### config.mk
export PLATFORM = sky130hd
export DESIGN_NAME = csa_accum_ctrl
export DESIGN_NICKNAME = d
export VERILOG_FILES = /design/src/rtl/csa_accum_ctrl.sv
export SDC_FILE = /design/constraint.sdc
export NUM_CORES = 1
export LEC_CHECK = 0
export CELL_PAD_IN_SITES_DETAIL_PLACEMENT = 1
export CELL_PAD_IN_SITES_GLOBAL_PLACEMENT = 1
export CORE_MARGIN = 4
export CORE_UTILIZATION = 34
export CTS_CLUSTER_DIAMETER = 50
export DETAILED_ROUTE_END_ITERATION = 8
export PLACE_DENSITY = 0.83
export SYNTH_ARGS = -nofsm -noshare
export SYNTH_HDL_FRONTEND = slang
export SYNTH_SLANG_ARGS = --single-unit
### constraint.sdc
create_clock -name clk -period 11.8 [get_ports clk]
set_clock_uncertainty 0.2 [all_clocks]
set_input_delay 1.77 -clock clk [delete_from_list [all_inputs] [get_ports clk]]
set_output_delay 1.77 -clock clk [all_outputs]
set_load 0.05 [all_outputs]
### src/rtl/csa_accum_ctrl.sv
// rtl/csa_accum_ctrl.sv - operand-pair accumulator built on a shared 3:2 carry-save adder
// Accumulates in_a+in_b per accepted beat and presents sum, sticky overflow flags and beat count.

module csa_accum_csa #(
  parameter int W = 32
) (
  input  logic [W-1:0] a,
  input  logic [W-1:0] b,
  input  logic [W-1:0] c,
  output logic [W-1:0] s
);
  logic [W-1:0] ps;
  logic [W-1:0] pc;
  logic [W:0]   cy;

  assign ps = a ^ b ^ c;
  assign pc = {((a[W-2:0] & b[W-2:0]) | (a[W-2:0] & c[W-2:0]) | (b[W-2:0] & c[W-2:0])), 1'b0};

  // Ripple resolve of the saved sum/carry vectors; the final carry-out is dropped (mod 2^W).
  always_comb begin
    cy    = '0;
    s     = '0;
    for (int i = 0; i < W; i++) begin
      s[i]    = ps[i] ^ pc[i] ^ cy[i];
      cy[i+1] = (ps[i] & pc[i]) | (cy[i] & (ps[i] ^ pc[i]));
    end
  end
endmodule

module csa_accum_ctrl #(
  parameter int size  = 32,
  parameter int CNT_W = 8
) (
  input  logic             clk,
  input  logic             reset,
  input  logic             in_valid,
  output logic             in_ready,
  input  logic [size-1:0]  in_a,
  input  logic [size-1:0]  in_b,
  input  logic             in_last,
  input  logic             abort,
  output logic             out_valid,
  input  logic             out_ready,
  output logic [size-1:0]  out_sum,
  output logic             out_uovf,
  output logic             out_sovf,
  output logic [CNT_W-1:0] out_beats
);
  typedef enum logic [1:0] {
    IDLE  = 2'd0,
    ACCUM = 2'd1,
    DONE  = 2'd2
  } state_t;

  state_t            state_q;
  state_t            state_d;
  logic [size-1:0]   acc_q;
  logic [size-1:0]   csa_s;
  logic              uovf_q;
  logic              sovf_q;
  logic [CNT_W-1:0]  cnt_q;
  logic              accept;
  logic              clear;
  logic [size+1:0]   usum;
  logic [size+1:0]   ssum;
  logic              beat_uovf;
  logic              beat_sovf;

  csa_accum_csa #(.W(size)) u_csa (
    .a (acc_q),
    .b (in_a),
    .c (in_b),
    .s (csa_s)
  );

  assign in_ready  = (state_q != DONE);
  assign out_valid = (state_q == DONE);
  assign accept    = in_valid & in_ready & ~abort;
  assign clear     = (out_valid & out_ready) | (in_ready & abort);

  // Overflow detection runs in a wider domain, independent of the CSA result.
  assign usum = {2'b00, acc_q} + {2'b00, in_a} + {2'b00, in_b};
  assign ssum = {{2{acc_q[size-1]}}, acc_q} + {{2{in_a[size-1]}}, in_a}
              + {{2{in_b[size-1]}}, in_b};
  assign beat_uovf = |usum[size+1:size];
  assign beat_sovf = ~((ssum[size+1:size-1] == 3'b000) | (ssum[size+1:size-1] == 3'b111));

  always_comb begin
    state_d = state_q;
    case (state_q)
      IDLE, ACCUM: begin
        if (abort)       state_d = IDLE;
        else if (accept) state_d = in_last ? DONE : ACCUM;
      end
      DONE: begin
        if (out_ready) state_d = IDLE;
      end
      default: state_d = IDLE;
    endcase
  end

  always_ff @(posedge clk or posedge reset) begin
    if (reset) begin
      state_q <= IDLE;
    end else begin
      state_q <= state_d;
    end
  end

  always_ff @(posedge clk or posedge reset) begin
    if (reset) begin
      acc_q  <= '0;
      uovf_q <= 1'b0;
      sovf_q <= 1'b0;
      cnt_q  <= '0;
    end else if (clear) begin
      acc_q  <= '0;
      uovf_q <= 1'b0;
      sovf_q <= 1'b0;
      cnt_q  <= '0;
    end else if (accept) begin
      acc_q  <= csa_s;
      uovf_q <= uovf_q | beat_uovf;
      sovf_q <= sovf_q | beat_sovf;
      cnt_q  <= (&cnt_q) ? cnt_q : cnt_q + CNT_W'(1);
    end
  end

  assign out_sum   = acc_q;
  assign out_uovf  = uovf_q;
  assign out_sovf  = sovf_q;
  assign out_beats = cnt_q;
endmodule

==> impl_metrics.toml <==
[status]
status = "complete, but fails checks"
violations = "setup timing"

[layout]
instances_no_fill = 805
drive_above_1_share_pct = 14.0
final_cell_mix = "inv_1, clkdlybuf4s50_1, nand2_1"
final_util_pct = 47.2
areaGrowthSynthToFinish_pct = 36.8
final_common_cell = "inv_1"
antenna_cells = 0
nets = 792

[detailed_routing]
detail_route.wl_per_cell_um = 15.3
wirelength_mm = 12.4
first_pass_iters = 4
num_vias = 3721
drtIter0Drc = 120
drcViolationCount = 0
via_per_inst = 4.62
ant_nets = 0

[logic_synthesis]
synth_seq_area_share_pct = 24.2
ys_ff_latch = 44
syn_area_per_cell_um2 = 9.02
synth_edf_count = 0
synth_top_area_cell = "fa_1"
synth-main-ff-cell = "dfrtp_1"
synthTopCellsByArea = "fa_1, dfrtp_1, inv_1"
synth_top_area_share_pct = 26.8
syn-instance-count = 505
syn_area_um2 = 4550
async_flop_share_pct = 100
yosysWarnings = 0
synthesis.nets = 669
synth.distinct_cells = 52

[power_and_ir_drop]
cellLeakagePower_nw = 2.98
comb_power_share_pct = 68.9
p_sw_share_pct = 48.4
intPower_uw = 630
powerDensity_nw_per_um2 = 196
p_clk_share_pct = 13.6
pwr-share-seq_pct = 17.6
peakVddDrop_uv = 70.6
p_switching_uw = 591

[worst_setup_path]
rrSetupSlack_ns = -0.48
slowest_stage = "fa_1"
arrival_ns = 13.50
critical_path.most_common_cell = "fa_2"
path_class = "in -> reg"
startpoint_type = "primary input"
cp_slowest_stage_delay_ns = 0.57
endpoint_kind = "flop"
crit_required_ns = 11.80
cp_max_fo = 2

[floorplanning]
die_y_um = 124
dieWidth_um = 124
core_area_um2 = 13200
start_util_pct = 34.5
io_pins = 114
row_count = 42
die-area_um2 = 15300

[clock_tree]
hold_buffers = 0
clk_root_buffer_cell = "clkbuf_16"
cts_made_buffers = 5
clk_latency_ns = 0.29
tritoncts = "yes"
cts_sinks = 44
path_clk_slew_ns = 0.07
clockBufferDepth = 2
htreeDepth = 2

[timing]
rsz0062_at_grt = "true"
hold_ws_ns = 0.309
slew_viol_final = 0
fin_crit_ns = 13.51
tightest_slew_ns = 1.02
worst_slack_ns = -1.71
relSlewSlack_pct = 32.0
fmax_mhz = 74.0
finalSetupViolations = 6
period_share_pct = 114
hold_viol_final = 0

[global_routing]
grt_remaining_overflow = 0
grt_pass1_wl_mm = 20.2
grt_pass1_vias = 4297
antenna_found_initial = 0
grt_usage_pct = 16.5
grt_max_degree = 51

[placed_design]
hpwl_mm = 10.1
port_buffers = 113
dp.cells = 794
place_congestion = 0.767

[job]
drv_cap = 0

[min_path]
holdCritPathClass = "reg -> reg"
==> critical path: cells and delay by family <==
kind | cells | cell delay (ns)
fa+ha+maj | 31 | 11.05
compound gates | 1 | 0.15
xor+xnor | 2 | 0.30
buf+inv | 3 | 0.18
simple gates | 1 | 0.07
==> registers in the layout, summed over array words and instances (netlist names) <==
| signal | cells |
|---|---|
| out_sum | 32 |
| out_sovf | 1 |
| state_q | 2 |
| out_beats | 8 |
| out_uovf | 1 |
==> power groups by stage <==
stage	sequential [mW]	combinational, mW	clock [mW]
floorplan	0.340	0.453	0
global route	0.220	0.941	0.177
finish	0.214	0.841	0.166
global placement	0.217	0.786	0
CTS	0.215	0.849	0.171
detailed placement	0.218	0.843	0
==> area by class of cell <==
| type | count | area, um^2 |
|---|---|---|
| timing repair buffer | 127 | 1230 |
| inverter | 150 | 571 |
| fill | 1514 | 6960 |
| multi-input combinational | 300 | 2930 |
| sequential | 44 | 1100 |
| tap | 176 | 220 |
| clock inverter | 3 | 47.5 |
| clock buffer | 5 | 125 |
==> timing repair <==
action                                  in CTS  in global routing
endpoints found under the setup margin       7                  7
gates cloned                                 0                  0
buffers inserted                             2                  1
hold endpoints to repair                     0                  0
gates resized for setup                     17                  7
pin swaps                                    3                  2
==> stage by stage <==
| step | cell area [um^2] | setup TNS, ns | total power, mW | setup WS, ns |
|---|---|---|---|---|
| 6_report | 6230 | -5.94 | 1.22 | -1.71 |
| 5_1_grt | 6230 | -7.21 | 1.34 | -1.96 |
| 2_1_floorplan | 4640 | -3.98 | 0.793 | -1.33 |
| 3_5_place_dp | 6020 | -11.92 | 1.06 | -2.59 |
| 3_3_place_gp | 6020 | -9.17 | 1.00 | -2.20 |
| 4_1_cts | 6200 | -6.18 | 1.24 | -1.75 |
==> metal layers <==
layer | part of all wire [%] | vias to the layer above | global-route usage [%]
li1 | - | 1806 | -
met1 | 41 | 1835 | 20.2
met2 | 54 | 74 | 30.9
met3 | 4.1 | 6 | 2.32
met4 | 0.61 | 0 | 2.70
met5 | 0 | - | 0
==> kinds of logic after synthesis <==
logic type | synth area share [%]
buf+inv | 13.7
fa+ha+maj | 35.9
mux | 0.687
xor+xnor | 1.70
flops | 24.2
compound gates | 11.3
simple gates | 12.5
==> final timing paths <==
check,start,end,depth (start not counted)
min reg2reg,out_uovf$_DFFE_PP0P_,out_uovf$_DFFE_PP0P_,2
max in group asynchronous,reset,out_sum[15]$_DFFE_PP0P_,2
max reg2reg,out_sum[1]$_DFFE_PP0P_,out_sum[31]$_DFFE_PP0P_,37
min,out_uovf$_DFFE_PP0P_,out_uovf$_DFFE_PP0P_,2
min in group asynchronous,reset,out_beats[6]$_DFFE_PP0P_,2
max,in_a[1],out_sum[31]$_DFFE_PP0P_,38
==> cell usage after synthesis, types with 6 or more instances <==
library cell / number
ha_1: 33
nand4_1: 7
inv_1: 149
nand2_1: 67
nor2_1: 13
a21oi_1: 34
o31ai_1: 16
clkbuf_1: 8
o21ai_0: 6
dfrtp_1: 44
fa_1: 61
nand3_1: 6
No activity file was read; power rests on OpenSTA's default activity.
